==> config.mk <==
export PLATFORM = sky130hd
export DESIGN_NAME = deserializer_rx_flat
export DESIGN_NICKNAME = d
export VERILOG_FILES = /design/src/rtl/deserializer_rx_if.sv /design/src/rtl/deserializer_rx.sv /design/src/flat_wrapper.sv
export SDC_FILE = /design/constraint.sdc
export NUM_CORES = 1
export LEC_CHECK = 0
export BUFFER_PORTS_ARGS = -buffer_cell sky130_fd_sc_hd__buf_4
export CORE_ASPECT_RATIO = 1.4
export CORE_MARGIN = 3
export CORE_UTILIZATION = 55
export CTS_BUF_LIST = sky130_fd_sc_hd__clkbuf_8
export CTS_CLUSTER_SIZE = 28
export DETAILED_ROUTE_END_ITERATION = 8
export PLACE_DENSITY = 0.78
export SETUP_SLACK_MARGIN = 0.02
export SLEW_MARGIN = 20
export SYNTH_ARGS = -nofsm -noshare
export SYNTH_HDL_FRONTEND = slang
export SYNTH_SLANG_ARGS = --single-unit
==> constraint.sdc <==
create_clock -name clk -period 2.65 [get_ports clk]
set_clock_uncertainty 0.2 [all_clocks]
set_input_delay 0.1325 -clock clk [delete_from_list [all_inputs] [get_ports clk]]
set_output_delay 0.1325 -clock clk [all_outputs]
set_load 0.05 [all_outputs]
==> src/rtl/deserializer_rx_if.sv <==
// rtl/deserializer_rx_if.sv - serial line, control and parallel result bundle for deserializer_rx
interface deserializer_rx_if #(
    parameter int DATA_W = 8
);
    logic              en;
    logic              rx_in;
    logic [5:0]        prescale;
    logic [DATA_W-1:0] p_data;
    logic              data_valid;
    logic              stop_err;
    logic              busy;

    modport master (
        output en, rx_in, prescale,
        input  p_data, data_valid, stop_err, busy
    );

    modport slave (
        input  en, rx_in, prescale,
        output p_data, data_valid, stop_err, busy
    );
endinterface

==> src/rtl/deserializer_rx.sv <==
// rtl/deserializer_rx.sv - oversampled LSB-first serial receiver with 2-of-3 majority bit decisions
module deserializer_rx #(
    parameter int DATA_W = 8
) (
    input  logic             clk,
    input  logic             rst,
    deserializer_rx_if.slave bus
);
    localparam int            BW       = (DATA_W > 1) ? $clog2(DATA_W) : 1;
    localparam logic [BW-1:0] LAST_BIT = BW'(DATA_W - 1);

    typedef enum logic [1:0] {IDLE, START, DATA, STOP} state_t;

    state_t            state;
    state_t            state_nxt;
    logic [5:0]        p_reg;
    logic [5:0]        p_next;
    logic [5:0]        edge_cnt;
    logic [5:0]        half;
    logic [BW-1:0]     bit_cnt;
    logic [2:0]        samples;
    logic [DATA_W-1:0] shift_reg;
    logic [DATA_W-1:0] p_data_r;
    logic              data_valid_r;
    logic              stop_err_r;
    logic              last_edge;
    logic              bit_val;
    logic              load_p;
    logic              frame_ok;
    logic              frame_err;

    assign half      = {1'b0, p_reg[5:1]};
    assign last_edge = (edge_cnt == p_reg - 6'd1);
    assign bit_val   = (samples[0] & samples[1]) | (samples[0] & samples[2]) |
                       (samples[1] & samples[2]);
    // Anything other than the three supported ratios falls back to 8x.
    assign p_next    = (bus.prescale == 6'd8 || bus.prescale == 6'd16 ||
                        bus.prescale == 6'd32) ? bus.prescale : 6'd8;

    always_comb begin
        state_nxt = state;
        load_p    = 1'b0;
        frame_ok  = 1'b0;
        frame_err = 1'b0;
        if (!bus.en) begin
            state_nxt = IDLE;
        end else begin
            case (state)
                IDLE: begin
                    if (!bus.rx_in) begin
                        state_nxt = START;
                        load_p    = 1'b1;
                    end
                end
                START: begin
                    if (last_edge) state_nxt = bit_val ? IDLE : DATA;
                end
                DATA: begin
                    if (last_edge && bit_cnt == LAST_BIT) state_nxt = STOP;
                end
                STOP: begin
                    if (last_edge) begin
                        state_nxt = IDLE;
                        frame_ok  = bit_val;
                        frame_err = ~bit_val;
                    end
                end
                default: state_nxt = IDLE;
            endcase
        end
    end

    always_ff @(posedge clk or negedge rst) begin
        if (!rst) begin
            state <= IDLE;
            p_reg <= 6'd8;
        end else begin
            state <= state_nxt;
            if (load_p) p_reg <= p_next;
        end
    end

    // Counters restart on entry to START and whenever the frame is dropped.
    always_ff @(posedge clk or negedge rst) begin
        if (!rst) begin
            edge_cnt <= '0;
            bit_cnt  <= '0;
        end else begin
            if (state == IDLE || state_nxt == IDLE || last_edge) edge_cnt <= '0;
            else                                                  edge_cnt <= edge_cnt + 6'd1;
            if (state != DATA || state_nxt != DATA) bit_cnt <= '0;
            else if (last_edge)                     bit_cnt <= bit_cnt + 1'b1;
        end
    end

    always_ff @(posedge clk or negedge rst) begin
        if (!rst) begin
            samples   <= '0;
            shift_reg <= '0;
        end else begin
            if (state != IDLE) begin
                if (edge_cnt == half - 6'd1) samples[0] <= bus.rx_in;
                if (edge_cnt == half)        samples[1] <= bus.rx_in;
                if (edge_cnt == half + 6'd1) samples[2] <= bus.rx_in;
            end
            if (state == DATA && last_edge && bus.en)
                shift_reg <= {bit_val, shift_reg[DATA_W-1:1]};
        end
    end

    always_ff @(posedge clk or negedge rst) begin
        if (!rst) begin
            p_data_r     <= '0;
            data_valid_r <= 1'b0;
            stop_err_r   <= 1'b0;
        end else begin
            data_valid_r <= frame_ok;
            stop_err_r   <= frame_err;
            if (frame_ok) p_data_r <= shift_reg;
        end
    end

    assign bus.p_data     = p_data_r;
    assign bus.data_valid = data_valid_r;
    assign bus.stop_err   = stop_err_r;
    assign bus.busy       = (state != IDLE);
endmodule

==> src/flat_wrapper.sv <==
// flat-port wrapper written by rule: the top's interface ports become plain ports
module deserializer_rx_flat 
#(
    parameter int DATA_W = 8
)
  (clk, rst, bus_en, bus_rx_in, bus_prescale, bus_p_data, bus_data_valid, bus_stop_err, bus_busy);
  deserializer_rx_if #(.DATA_W(DATA_W)) bus_i ();
  input  logic clk;
  input  logic rst;
  input wire logic [$bits(bus_i.en)-1:0] bus_en;
  input wire logic [$bits(bus_i.rx_in)-1:0] bus_rx_in;
  input wire logic [$bits(bus_i.prescale)-1:0] bus_prescale;
  output wire logic [$bits(bus_i.p_data)-1:0] bus_p_data;
  output wire logic [$bits(bus_i.data_valid)-1:0] bus_data_valid;
  output wire logic [$bits(bus_i.stop_err)-1:0] bus_stop_err;
  output wire logic [$bits(bus_i.busy)-1:0] bus_busy;
  assign bus_i.en = bus_en;
  assign bus_i.rx_in = bus_rx_in;
  assign bus_i.prescale = bus_prescale;
  assign bus_p_data = bus_i.p_data;
  assign bus_data_valid = bus_i.data_valid;
  assign bus_stop_err = bus_i.stop_err;
  assign bus_busy = bus_i.busy;
  deserializer_rx #(.DATA_W(DATA_W)) u_core (.clk(clk), .rst(rst), .bus(bus_i));
endmodule
# Yosys cells after proc, flatten, opt, wreduce, memory -nomap -nowiden
# Cells that the tools add are included.
dict set report op_classes {
  addsub 5
  eq_ne 13
  muxes 20
  n_bitwise 6
  n_reduce_logical 15
}
# operator count
set op_table {}
lappend op_table {{$eq 6x6->1} 3}
lappend op_table {{$mux 2} 6}
lappend op_table {{$mux 6} 2}
lappend op_table {{$mux 1} 9}
lappend op_table {{$pmux 2 s4} 1}
lappend op_table {{$add 5x1->6 const B} 1}
lappend op_table {{$add 6x1->6 const B} 1}
lappend op_table {{$eq 6x4->1 const B} 1}
lappend op_table {{$eq 6x5->1} 1}
lappend op_table {{$eq 6x5->1 const B} 1}
lappend op_table {{$eq 6x6->1 const B} 1}
lappend op_table {{$mux 3} 2}
lappend op_table {{$reduce_and 2->1} 3}
lappend op_table {{$sub 5x1->6 const B} 1}
lappend op_table {{$sub 6x1->6 const B} 1}
lappend op_table {{$logic_or 1x1->1} 5}
lappend op_table {{$eq 2x2->1 const B} 2}
lappend op_table {{$logic_not 2->1} 2}
lappend op_table {{$ne 2x2->1 const B} 2}
lappend op_table {{$reduce_bool 2->1} 2}
lappend op_table {{$add 3x1->3 const B} 1}
lappend op_table {{$and 1x1->1} 3}
lappend op_table {{$eq 3x3->1 const B} 1}
lappend op_table {{$logic_and 1x1->1} 3}
lappend op_table {{3 further kinds} 4}
dict set report word_totals {
  register_bits 38
  input_bits 10
  out_inout_bits 11
  word_cells 70
}

# Depth between registers and ports, before layout
dict set report depth {
  word_depth 11
  ltp_mapped 8
  ltp_nobuf 7
}

# Least setup slack after synthesis
# Ideal clock, no wire load.
dict set report synth_path {
  kind {flip-flop to flip-flop}
  startpoint {reg u_core.p_reg[2]}
  endpoint {reg u_core.p_data_r[0], in the netlist u_core.bus.p_data[0]}
  setup_ns 0.125
  t_arrival_ns 2.354
  t_required_ns 2.325
  slack_ns -0.029
  stages_incl_launch_ff 9
  n_path_buf 1
  period_less_slack_ns 2.679
  path_cell_list {dfrtp_1 -> buf_6 -> inv_1 -> ha_1 -> a21boi_0 -> xnor2_1 -> o2111ai_2 -> nor4_4 -> mux2_2}
}
dict set report synth_via {
  elab_chain_len 5
}
# item line
set synth_lines {}
lappend synth_lines {{from (decl)} deserializer_rx.sv:16} ;# logic [5:0] p_reg;
lappend synth_lines {{from (signal assigned)} deserializer_rx.sv:79} ;# if (load_p) p_reg <= p_next;
lappend synth_lines {{$sub 6x1->6} deserializer_rx.sv:33} ;# assign last_edge = (edge_cnt == p_reg - 6'd1);
lappend synth_lines {{$eq 6x6->1} deserializer_rx.sv:33}
lappend synth_lines {{$mux 1} deserializer_rx.sv:62} ;# if (last_edge) begin
lappend synth_lines {{$mux 1} deserializer_rx.sv:48} ;# case (state)
lappend synth_lines {{$mux 1} deserializer_rx.sv:45} ;# if (!bus.en) begin
lappend synth_lines {{to (signal assigned)} deserializer_rx.sv:119} ;# if (frame_ok) p_data_r <= shift_reg;
lappend synth_lines {{to (decl)} deserializer_rx.sv:23} ;# logic [DATA_W-1:0] p_data_r;
# Every way passes these cells.
# A chain may end at the register's enable or synchronous reset.

# Worst setup path after layout
dict set report layout_path {
  startpoint {reg u_core.p_reg[0]}
  endpoint {reg u_core.bit_cnt[0]}
}
dict set report layout_via {
  elab_chain_len 9
  elab_cells_between_ends 12
  cone_classes {1 x add/sub; 2 x eq/ne; 6 x mux; 3 x reduce/logical}
}
# item line
set layout_lines {}
lappend layout_lines {{$sub 6x1->6 (*)} deserializer_rx.sv:33}
lappend layout_lines {{$eq 6x6->1 (*)} deserializer_rx.sv:33}
lappend layout_lines {{$logic_and 1x1->1} deserializer_rx.sv:59} ;# if (last_edge && bit_cnt == LAST_BIT) state_nxt = STOP;
lappend layout_lines {{$mux 2} deserializer_rx.sv:59}
lappend layout_lines {{$pmux 2 s4} deserializer_rx.sv:48}
lappend layout_lines {{$mux 2} deserializer_rx.sv:45}
lappend layout_lines {{$ne 2x2->1} deserializer_rx.sv:91} ;# if (state != DATA || state_nxt != DATA) bit_cnt <= '0;
lappend layout_lines {{$logic_or 1x1->1} deserializer_rx.sv:91}
lappend layout_lines {{$mux 3 / $reduce_bool 2->1 (equally long branches)} n/a}
lappend layout_lines {{to (signal assigned)} deserializer_rx.sv:92} ;# else if (last_edge) bit_cnt <= bit_cnt + 1'b1;
lappend layout_lines {{to (decl)} deserializer_rx.sv:20} ;# logic [BW-1:0] bit_cnt;
# Every way passes the cells marked *; elsewhere a longest branch is shown, timed or not.

==> impl_metrics.tcl <==
set metrics [dict create \
    nNetsFinal 251 \
    cts_root_buf "clkbuf_8" \
    power.density_nw_per_um2 456.6 \
    drc_errors 0 \
    yosys.area.top_type "dfrtp_1" \
    synth_nets 210 \
    routed_wl_um 4624 \
    yosysWarnings 0 \
    synthCells 193 \
    cts.sinks 38 \
    timing.final.ws_setup_ns 0.09030 \
    fp-row-count 26 \
    ys_ff_latch 38 \
    areaGrowthSynthToFinish_pct 23.44 \
    grt_pass1_vias 1756 \
    post_route_cells_drive_above_1_share_pct 31.91 \
    path_clk_slew_ns 0.07 \
    worstPathCellList "inv_1 > ha_2 > nor2b_1 > or3_4 > a31o_4 > buf_4 > or4_1 > a21oi_1" \
    whs_ns 0.1353 \
    cp.arrival_ns 2.58 \
    gr-usage-all-layers_pct 23.08 \
    setup_viol 0 \
    start_util_pct 57.22 \
    pin_count 21 \
    die_height_um 79.17 \
    outcome "complete, no violations" \
    grt_max_degree 39 \
    crit_path_end_kind "flip-flop" \
    numPortBuffers 20 \
    ys_seq_area_share_pct 45.27 \
    worst-path-stages 8 \
    dr.pass1.iters 4 \
    grt_pass1_wl_um 7948 \
    dp_cells 255 \
    max-clock-path-buffers 2 \
    hold_class "in -> async" \
    die_area_um2 4613 \
    syn_avg_cell_area_um2 10.90 \
    final_cells 277 \
    wl_per_cell_um 16.69 \
    critical_path.top_delay_family "simple AND/OR/NAND/NOR gates" \
    ys_top_cells_by_area "dfrtp_1, mux2_2, xor2_1, ha_1, xnor2_1" \
    cp_max_fo 10 \
    vias_per_cell 5.899 \
    placed_area_um2 2318 \
    place_hpwl_um 3344 \
    clock.fmax_mhz 390.7 \
    multi_input_area_um2 1116 \
    worst_slew_pin_slew_ns 0.5160 \
    fin_crit_sh_pct 96.59 \
    clk_latency_ns 0.30 \
    p_total_mw 1.186 \
    cts_tree "built" \
    yosysUniqueCellTypes 44 \
    hold_violations 0 \
    synth-main-ff-cell "dfrtp_1" \
    drtAntennaViolNets 0 \
    crit_slowest_cell "or4_1" \
    synthesis.area_um2 2103 \
    antenna_found_initial 0 \
    vias 1634 \
    seqCellArea_um2 952.2 \
    async_flop_share_pct 100.0 \
    overflow 0 \
    min_period_ns 2.560 \
    diodes 0 \
    synth_commonest_cells "dfrtp_1, mux2_2, nor2_1, xor2_1, xnor2_1" \
    slew_headroom_pct 65.24 \
    core-area_um2 3676 \
    cp.required_ns 2.67 \
    peakVddDrop_v 0.0005048 \
    critPathKind "reg -> reg" \
    synth_top_area_share_pct 44.02 \
    drt_iter0_markers 48 \
    start_kind "flip-flop" \
    cts_max_level 2 \
    path_buf_inv 2 \
    slew_viol_final 0 \
    synth-edff-count 0 \
    cts_buffers 5 \
    max_stage_delay_ns 0.53 \
    n_fill_cell 244 \
    finish.utilization_pct 70.63 \
    post-synth-top-count-cell "dfrtp_1" \
    r2r_cells 8 \
    leakage_nw 1.223 \
    maxCapViolations 0 \
    tns_ns 0 \
    gp_congestion 0.8666 \
    die_w_um 58.27 \
    final_area_um2 2596 \
    dp_slack_ns 0.03609 \
]
-- layout by cell type (no fill, tap or decap), types with 5 or more instances in the layout --
cell / instances
o21ai_0: 6
mux2_2: 19
buf_4: 29
dfrtp_1: 37
nor4_1: 8
inv_1: 7
ha_1: 6
a21oi_1: 7
dlygate4sd3_1: 11
xor2_1: 12
clkbuf_8: 8
xnor2_1: 9
nor3_1: 5
nor2_1: 10
nand2_1: 8
nand3_1: 6
-- worst paths after layout --
check                      slack, ns                        startpoint                               end
hold reg to reg                 0.31  u_core.bus.p_data[1]$_DFFE_PN0P_  u_core.bus.p_data[1]$_DFFE_PN0P_
setup reg to reg                0.09       u_core.p_reg[0]$_DFFE_PN0P_     u_core.bit_cnt[0]$_DFFE_PN0P_
hold / removal                  0.14                               rst       u_core.p_reg[4]$_DFFE_PN0P_
setup / recovery                0.09       u_core.p_reg[0]$_DFFE_PN0P_     u_core.bit_cnt[0]$_DFFE_PN0P_
max in group asynchronous       1.77                               rst       u_core.p_reg[3]$_DFFE_PN1P_
min in group clk                0.31  u_core.bus.p_data[1]$_DFFE_PN0P_  u_core.bus.p_data[1]$_DFFE_PN0P_
-- per-layer routing --
layer | global-route usage, % | wire, um | share of wire, % | vias up
li1 | - | - | - | 780
met1 | 24.95 | 1771 | 38 | 794
met2 | 40.27 | 2563 | 55 | 49
met3 | 4.878 | 156 | 3.4 | 11
met4 | 13.46 | 132 | 2.9 | 0
met5 | 0 | 0 | 0 | -
-- report_power, final --
part           switching (mW)  internal (mW)
logic                  0.0628         0.0546
clock network           0.194          0.262
registers              0.0167          0.595
-- layout make-up --
| class | instances | area share, % |
|---|---|---|
| multi-input combinational | 141 | 42.99 |
| sequential | 38 | 36.67 |
| timing repair buffer | 41 | 13.06 |
| clock buffer | 8 | 4.241 |
| tap | 42 | 2.024 |
| inverter | 7 | 1.012 |
-- repair_timing --
action                                  CTS  global route
endpoints found under the setup margin   11            20
endpoints found under the hold margin    47             0
hold buffers                             11             0
gates cloned                              0             0
resized for setup                         1             7
buffers inserted                          0             3
pin swaps                                 1             1
-- cells by family (layout without fill, tap and decap cells) --
logic type	Yosys count	count (layout)	synth area share, %
buffers and inverters	14	56	3.153
adders and majority gates	7	7	4.164
AOI/OAI and AO/OA	29	29	9.935
DFF	38	38	45.27
muxes	20	20	10.65
xor gates and xnor gates	22	22	9.161
and+or+nand+nor	63	63	17.67
(Power assumes the default switching activity.)
